$ cat src/rtl/sound_event_scheduler.sv
// Priority scheduler sharing one tone generator among sound events; pending on the req edge, tone on the next edge.
// Never backpressures requesters: pulses latch into pending bits, repeats collapse, and a preempted jingle is dropped.
module sound_event_scheduler #(
  parameter int NUM_EVENTS  = 5,
  parameter int NOTE_FRAMES = 4,
  parameter int GAP_FRAMES  = 1
) (
  input  logic                  clk,
  input  logic                  resetN,
  input  logic                  startOfFrame,
  input  logic [NUM_EVENTS-1:0] req,
  input  logic                  mute,
  output logic [9:0]            freq,
  output logic                  sound_en,
  output logic                  busy,
  output logic [2:0]            cur_event
);

  localparam logic [1:0] S_IDLE = 2'd0;
  localparam logic [1:0] S_PLAY = 2'd1;
  localparam logic [1:0] S_GAP  = 2'd2;

  localparam int MAX_FRAMES = (NOTE_FRAMES > GAP_FRAMES) ? NOTE_FRAMES : GAP_FRAMES;
  localparam int FCW        = $clog2(MAX_FRAMES) + 1;
  localparam logic [FCW-1:0] NOTE_LAST = FCW'(NOTE_FRAMES - 1);
  localparam logic [FCW-1:0] GAP_LAST  = FCW'(GAP_FRAMES - 1);

  logic [1:0]            state;
  logic [NUM_EVENTS-1:0] pending;
  logic [NUM_EVENTS-1:0] clr_mask;
  logic                  note;
  logic [FCW-1:0]        frame_cnt;
  logic                  sel_vld;
  logic [2:0]            sel_idx;
  logic                  preempt;
  logic                  launch;

  function automatic logic [9:0] note_freq(input logic [2:0] ev, input logic n);
    case (ev)
      3'd0:    return n ? 10'd659 : 10'd523;
      3'd1:    return n ? 10'd131 : 10'd196;
      3'd2:    return n ? 10'd880 : 10'd440;
      3'd3:    return n ? 10'd262 : 10'd330;
      3'd4:    return n ? 10'd698 : 10'd784;
      default: return 10'd0;
    endcase
  endfunction

  // Lowest set index wins; scanning downward leaves the smallest index last.
  always_comb begin
    sel_vld = 1'b0;
    sel_idx = 3'd0;
    for (int i = NUM_EVENTS - 1; i >= 0; i--) begin
      if (pending[i]) begin
        sel_vld = 1'b1;
        sel_idx = 3'(i);
      end
    end
  end

  assign preempt = (state == S_PLAY) && sel_vld && (sel_idx < cur_event);
  assign launch  = ((state == S_IDLE) && sel_vld) || preempt;

  always_comb begin
    clr_mask = '0;
    for (int i = 0; i < NUM_EVENTS; i++) begin
      clr_mask[i] = launch && (sel_idx == 3'(i));
    end
  end

  always_ff @(posedge clk or negedge resetN) begin
    if (!resetN) begin
      state     <= S_IDLE;
      pending   <= '0;
      freq      <= 10'd0;
      sound_en  <= 1'b0;
      busy      <= 1'b0;
      cur_event <= 3'd0;
      note      <= 1'b0;
      frame_cnt <= '0;
    end else begin
      // A request on the same edge as its own launch re-arms the bit.
      pending <= (pending & ~clr_mask) | req;
      if (launch) begin
        cur_event <= sel_idx;
        note      <= 1'b0;
        frame_cnt <= '0;
        freq      <= note_freq(sel_idx, 1'b0);
        sound_en  <= !mute;
        state     <= S_PLAY;
        busy      <= 1'b1;
      end else begin
        case (state)
          S_PLAY: begin
            sound_en <= !mute;
            if (startOfFrame) begin
              if (frame_cnt == NOTE_LAST) begin
                frame_cnt <= '0;
                if (!note) begin
                  note <= 1'b1;
                  freq <= note_freq(cur_event, 1'b1);
                end else begin
                  sound_en <= 1'b0;
                  freq     <= 10'd0;
                  state    <= S_GAP;
                end
              end else begin
                frame_cnt <= frame_cnt + FCW'(1);
              end
            end
          end
          S_GAP: begin
            sound_en <= 1'b0;
            if (startOfFrame) begin
              if (frame_cnt == GAP_LAST) begin
                frame_cnt <= '0;
                state     <= S_IDLE;
                busy      <= 1'b0;
              end else begin
                frame_cnt <= frame_cnt + FCW'(1);
              end
            end
          end
          default: begin
            sound_en <= 1'b0;
            busy     <= 1'b0;
          end
        endcase
      end
    end
  end

endmodule

$ cat config.mk
export PLATFORM = sky130hd
export DESIGN_NAME = sound_event_scheduler
export DESIGN_NICKNAME = d
export VERILOG_FILES = /design/src/rtl/sound_event_scheduler.sv
export SDC_FILE = /design/constraint.sdc
export NUM_CORES = 1
export LEC_CHECK = 0
export CORE_ASPECT_RATIO = 0.9
export CORE_MARGIN = 2
export CORE_UTILIZATION = 57
export CTS_CLUSTER_DIAMETER = 100
export DETAILED_ROUTE_END_ITERATION = 7
export PLACE_DENSITY = 0.84
export SETUP_SLACK_MARGIN = 0.1
export SKIP_LAST_GASP = 1
export SLEW_MARGIN = 20
export SYNTH_ARGS = -nofsm -noshare
export SYNTH_HDL_FRONTEND = slang
export SYNTH_SLANG_ARGS = --single-unit
$ cat constraint.sdc
create_clock -name clk -period 4.35 [get_ports clk]
set_clock_uncertainty 0.2 [all_clocks]
set_input_delay 0.6525 -clock clk [delete_from_list [all_inputs] [get_ports clk]]
set_output_delay 0.6525 -clock clk [all_outputs]
set_load 0.02 [all_outputs]
==> out/metrics.yaml, run 1 <==
status:
  status: "finished clean"
global_route:
  grt_pass1_wl_microns: 5347
  grt_overflow_total: 0
  grt_usage: 0.2295
  grt_max_degree: 27
  grt_pass1_vias: 1141
  antenna_found_initial: 0
detailed_routing:
  routed-via-count: 1266
  avgRoutedWirePerCell_microns: 15.75
  wl_met2_microns: 1549
  vias_per_cell: 6.057
  drtPass1Iterations: 4
  drt-total-wl_microns: 3291
  wl_met1_microns: 1580
  ant_nets: 0
  routed.top_layer: "met4"
  drt_iter0_markers: 68
  wl_met3_microns: 142
  drc: 0
cts:
  clkTransAtPathRegs_ns: 0.13
  clock-sinks: 26
  clock-root-buffer: "clkbuf_4"
  htree_num_levels: 1
  postCtsHoldBufs: 0
  cts_buffers: 3
  cts_setup_buffers: 0
  cts.repair.resized: 0
  insertion_delay_ns: 0.32
  clockBufferDepth: 2
  cts_tree: "built"
timing:
  fin_tns_setup_ns: 0
  setup_viol: 0
  fmax_ghz: 0.3291
  holdWs_ns: 0.1083
  hold_violations: 0
  rsz0062_at_grt: "no"
  relSlewSlack: 0.6137
  tightest_slew_ns: 0.5795
  min_period_over_period: 0.6985
  setup_ws_ns: 1.311
  drv_slew: 0
  period_needed_ns: 3.039
flow_run:
  cap_violations: 0
power_and_ir_drop:
  p_switching_mw: 0.3283
  peakVddDrop_mv: 0.2526
  leakage_nw: 0.7376
  internal-power_mw: 0.5421
  swShare: 0.3772
  pwr_density_cell_nw_per_um2: 479.5
  comb_power_share: 0.424
  clkPwrFrac: 0.137
  seq_power_share: 0.439
yosys:
  syn-num-nets: 177
  ys_types: 46
  ys_seq_elements: 26
  yosys_warnings: 0
  synth_area_sq_um: 1573
  ys_seq_area_frac: 0.4137
  avgSynthCellArea_sq_um: 9.708
  netlist_instances: 162
floorplanning:
  design.die.area_sq_um: 3196
  die_y_microns: 53.83
  num_rows: 18
  core_region_area_sq_um: 2680
  io_pins: 24
  die_x_microns: 59.37
  start_util: 0.5868
critical_path:
  cp.arrival_ns: 3.08
  crit_chain: "nor2_1 -> nand3_1 -> inv_1 -> ha_1 -> a211o_1 -> a22o_1 -> nor2_2 -> buf_4 -> mux2i_1"
  critPathLaunchType: "register"
  endpoint_kind: "register"
  cpMaxStageDelayCell: "dfrtp_1"
  crit_buf_inv: 2
  path_delay_family: "simple AND/OR/NAND/NOR gates"
  critPathKind: "register to register"
  crit_path_max_incr_delay_ns: 0.55
  cp_max_fo: 15
  worstPathRequired_ns: 4.39
final_layout:
  final_util: 0.6774
  syn_to_final_growth_pct: 15.43
  antenna_cells: 0
  final_cells: 209
  drive_gt1_frac: 0.07821
  final_nets: 195
placed_design:
  post-dp-hpwl_microns: 2423
  portBuffers: 23
  post-place-ws_ns: 1.371
  routabilityCongestion: 0.7946
  placed_cells: 205
min_path:
  hp-class: "input port to async pin"
==> area by class of cell <==
type,instances,area (sq um)
Timing Repair Buffer,24,232.7
Tap cell,30,37.54
Multi-Input combinational cell,115,820.8
Inverter,10,37.54
Fill cell,227,864.6
Clock buffer,4,36.28
Sequential cell,26,650.6
==> power by group through the flow <==
stage | Combinational, mW | Clock (mW) | Sequential, mW
after floorplan | 0.215 | 0 | 0.402
after global placement | 0.358 | 0 | 0.380
after detailed placement | 0.373 | 0 | 0.386
after CTS | 0.374 | 0.122 | 0.381
after global routing | 0.403 | 0.132 | 0.395
final | 0.369 | 0.119 | 0.382
==> flip-flops by register name, summed over array words and instances (netlist names) <==
| signal | count |
|---|---|
| freq | 10 |
| sound_en | 1 |
| frame_cnt | 3 |
| state | 2 |
| note | 1 |
| cur_event | 3 |
| pending | 5 |
| busy | 1 |
==> routing by layer <==
layer,up-vias,track usage
li1,621,-
met1,610,0.3231
met2,33,0.3571
met3,2,0.05048
met4,0,0.06439
met5,-,0
==> through the flow <==
stage	area [sq um]	total power, mW
6_report	1815	0.8705
4_1_cts	1821	0.8766
5_1_grt	1815	0.9294
3_5_place_dp	1784	0.7587
2_1_floorplan	1573	0.6164
3_3_place_gp	1784	0.7387
==> cell usage after synthesis (all sizes together) <==
cell / instances / area, sq um
a31oi: 1 / 6.260
nor2: 15 / 58.81
nor3b: 1 / 7.510
a21oi: 18 / 90.09
nor3: 4 / 20.02
or2: 3 / 18.77
a21o: 5 / 37.54
nand2: 3 / 11.26
nand2b: 5 / 31.28
a22oi: 1 / 7.510
and2: 1 / 6.260
ha: 6 / 75.07
a211o: 1 / 8.760
xor2: 1 / 8.760
a21bo: 1 / 10.01
o2bb2ai: 2 / 17.52
a2111oi: 5 / 82.58
o211ai: 2 / 15.01
buf: 6 / 45.04
nand3: 3 / 15.01
o21ai: 6 / 30.02
mux2i: 8 / 80.08
inv: 10 / 37.54
o22ai: 4 / 25.02
nand4b: 1 / 15.01
clkbuf: 5 / 18.77
o22a: 1 / 8.760
a22o: 2 / 17.52
nand3b: 2 / 15.01
a211oi: 2 / 15.01
nor2b: 3 / 26.27
o21ba: 1 / 10.01
o21a: 1 / 7.510
o31ai: 1 / 7.510
or4b: 1 / 10.01
nor4: 3 / 18.77
dfrtp: 26 / 650.6
and3: 1 / 6.260
==> cells by family after synthesis <==
kind of cell | share of synthesized area
muxes | 0.05092
adders and majority gates | 0.04773
AOI/OAI and AO/OA | 0.2522
xor gates and xnor gates | 0.005570
buffers and inverters | 0.06444
DFF | 0.4137
and+or+nand+nor | 0.1655
==> layout by cell type, fill, tap and decap left out, types with 2 or more instances in the layout <==
| master | instances |
|---|---|
| o211ai_1 | 2 |
| inv_1 | 10 |
| nor4_1 | 3 |
| nand2b_1 | 5 |
| nor3_1 | 4 |
| a2111oi_0 | 2 |
| o21ai_0 | 5 |
| a2111oi_4 | 2 |
| o22ai_1 | 4 |
| nand2_1 | 3 |
| dfrtp_1 | 26 |
| a22o_1 | 2 |
| a21oi_1 | 18 |
| a21o_1 | 5 |
| mux2i_1 | 8 |
| ha_1 | 6 |
| nor2b_1 | 2 |
| nor2_1 | 14 |
| or2_2 | 2 |
| nand3b_1 | 2 |
| o2bb2ai_1 | 2 |
| a211oi_1 | 2 |
| clkbuf_4 | 3 |
| clkdlybuf4s50_1 | 22 |
| nand3_1 | 3 |
==> path summary, 6_finish.rpt <==
kind                         endpoint  startpoint  slack (ns)  depth (start not counted)
max in group asynchronous  pending[1]      resetN        3.46                          1
max reg2reg                   freq[9]  pending[0]        1.31                          9
max                           freq[9]  pending[0]        1.31                          9
min in group clk                 busy        busy        0.30                          1
min                           freq[5]      resetN        0.11                          1
min reg2reg                      busy        busy        0.30                          1
(Power assumes the default switching activity.)
==> inputs of run 2 (changes only) <==
--- a/config.mk
+++ b/config.mk
@@ -7,10 +7,10 @@
 export LEC_CHECK = 0
 export CORE_ASPECT_RATIO = 0.9
 export CORE_MARGIN = 2
-export CORE_UTILIZATION = 57
+export CORE_UTILIZATION = 48
 export CTS_CLUSTER_DIAMETER = 100
 export DETAILED_ROUTE_END_ITERATION = 7
-export PLACE_DENSITY = 0.84
+export PLACE_DENSITY = 0.75
 export SETUP_SLACK_MARGIN = 0.1
 export SKIP_LAST_GASP = 1
 export SLEW_MARGIN = 20
==> constraint.sdc (replaced) <==
create_clock -name clk -period 2.6 [get_ports clk]
set_clock_uncertainty 0.2 [all_clocks]
set_input_delay 0.39 -clock clk [delete_from_list [all_inputs] [get_ports clk]]
set_output_delay 0.39 -clock clk [all_outputs]
set_load 0.02 [all_outputs]
==> run 2 against run 1 <==
Utilization fell by 4.7 points; first-iteration DRC count rose by 44%; largest cell class unchanged; worst setup slack got worse by 1.1 ns; largest power group is now combinational logic; critical path depth did not move; sequential power rose by 66%; critical endpoint is now cur_event[0]; global-route usage fell by 2.9 points.
==> out/metrics.yaml, run 2 (synthesis results as in run 1) <==
status:
  status: "finished clean"
cts:
  htree_num_levels: 1
  insertion_delay_ns: 0.32
  postCtsHoldBufs: 0
  clockBufferDepth: 2
  clock-root-buffer: "clkbuf_4"
  cts_buffers: 3
  clkTransAtPathRegs_ns: 0.14
  clock-sinks: 26
  cts_tree: "built"
final_layout:
  reg.largest.list: "freq (10), pending (5)"
  top_register: "freq"
  final_nets: 205
  syn_to_final_growth_pct: 23.87
  drive_gt1_frac: 0.1481
  largest_register_ffs: 10
  final_cells: 231
  mostFrequentLayoutCells: "dfrtp_1, clkdlybuf4s50_1, a21oi_1"
  final_cell_area_sq_um: 1948
  mostFrequentLayoutCell: "dfrtp_1"
  antenna_cells: 0
timing:
  rsz0062_at_grt: "no"
  setup_viol: 0
  hold_violations: 0
  tightest_slew_ns: 0.5579
  drv_slew: 0
  fin_tns_setup_ns: 0
  fmax_ghz: 0.4232
  period_needed_ns: 2.363
  relSlewSlack: 0.6271
  min_period_over_period: 0.9088
critical_path:
  endpoint_kind: "register"
  cp.arrival_ns: 2.42
  ff2ff_path_depth: 9
  crit_chain: "nor2_4 -> nand3_2 -> inv_1 -> ha_1 -> a211o_1 -> a22o_1 -> nor2_4 -> buf_12 -> mux2i_2"
  critPathLaunchType: "register"
  critPathKind: "register to register"
  worstReg2RegEnd: "cur_event[0]"
  cpMaxStageDelayCell: "dfrtp_1"
  crit_path_max_incr_delay_ns: 0.43
  crit_top_cell: "nor2_4"
  r2r-start: "pending[3]"
  worstPathRequired_ns: 2.66
  ff2ff_setup_slack_ns: 0.24
  cp_max_fo: 15
floorplanning:
  die_x_microns: 64.34
  num_rows: 19
  design.die.area_sq_um: 3751
  io_pins: 24
  core_region_area_sq_um: 3090
  die_y_microns: 58.31
  start_util: 0.5089
min_path:
  hp-class: "input port to async pin"
power_and_ir_drop:
  leakage_nw: 0.7872
  peakVddDrop_mv: 0.3728
  pwr_density_cell_nw_per_um2: 758.3
detailed_routing:
  routed-via-count: 1313
  drt_iter0_markers: 98
  drc: 0
  drt-total-wl_microns: 3545
  ant_nets: 0
  vias_per_cell: 5.684
  avgRoutedWirePerCell_microns: 15.35
  drtPass1Iterations: 4
global_route:
  grt_overflow_total: 0
  antenna_found_initial: 0
  grt_max_degree: 27
  grt_pass1_vias: 1242
  grt_pass1_wl_microns: 5830
  grt_usage: 0.2007
placed_design:
  post_dp_cell_area_sq_um: 1879
  placed_cells: 226
  post-dp-hpwl_microns: 2525
  portBuffers: 23
  routabilityCongestion: 0.8382
flow_run:
  cap_violations: 0
[run 2: changes by cell type in the layout (fill, tap and decap cells not counted), sizes merged]
cell,before,now
buf,2,11
clkdlybuf4s50,22,23
[run 2: cell type report]
class | count | area [sq um]
Fill cell | 262 | 1142
Multi-Input combinational cell | 115 | 844.6
Sequential cell | 26 | 651.9
Timing Repair Buffer | 34 | 325.3
Tap cell | 42 | 52.55
Inverter | 10 | 37.54
Clock buffer | 4 | 36.28
[run 2: repair_timing]
action	in CTS	in global routing
endpoints found under the setup margin	7	12
resized for setup	2	5
buffers inserted	1	0
[run 2: power by group]
group,internal [mW],leakage [nW],switching (mW)
Sequential,0.510,0.305,0.125
Combinational,0.322,0.461,0.315
Clock,0.0858,0.0210,0.120
[run 2: how the worst max path moves through the flow]
stage,from,end,cells past startpoint
3_3_place_gp,pending[2],freq[9],9
6_report,pending[3],cur_event[0],9
5_1_grt,pending[3],cur_event[0],9
2_1_floorplan,pending[1],freq[9],10
4_1_cts,pending[3],cur_event[0],9
3_5_place_dp,pending[2],cur_event[0],9
[run 2: per-stage QoR]
| stage | worst slack (ns) | power [mW] | util | hold slack, ns |
|---|---|---|---|---|
| 6_report | 0.2370 | 1.477 | 0.6304 | 0.2121 |
| 5_1_grt | 0.1103 | 1.573 | 0.6304 | 0.2171 |
| 4_1_cts | 0.1429 | 1.479 | 0.6235 | 0.2121 |
| 3_5_place_dp | 0.06482 | 1.276 | 0.6081 | 0.2781 |
| 3_3_place_gp | 0.2154 | 1.240 | 0.6081 | 0.2652 |
| 2_1_floorplan | 0.2323 | 1.031 | - | -0.1056 |
[run 2: metal layers]
metal | GRT usage | vias up | part of all wire
li1 | - | 637 | -
met3 | 0.03824 | 6 | 0.053
met5 | 0 | - | 0
met4 | 0.06687 | 0 | 0.014
met2 | 0.3304 | 45 | 0.47
met1 | 0.2709 | 625 | 0.46
[run 2: critical path, delay by kind of cell (launching register included)]
family	cells	cell delay [ns]
DFF	1	0.43
muxes	1	0.21
AOI/OAI and AO/OA	2	0.56
and+or+nand+nor	3	0.41
buffers and inverters	2	0.23
adders and majority gates	1	0.23
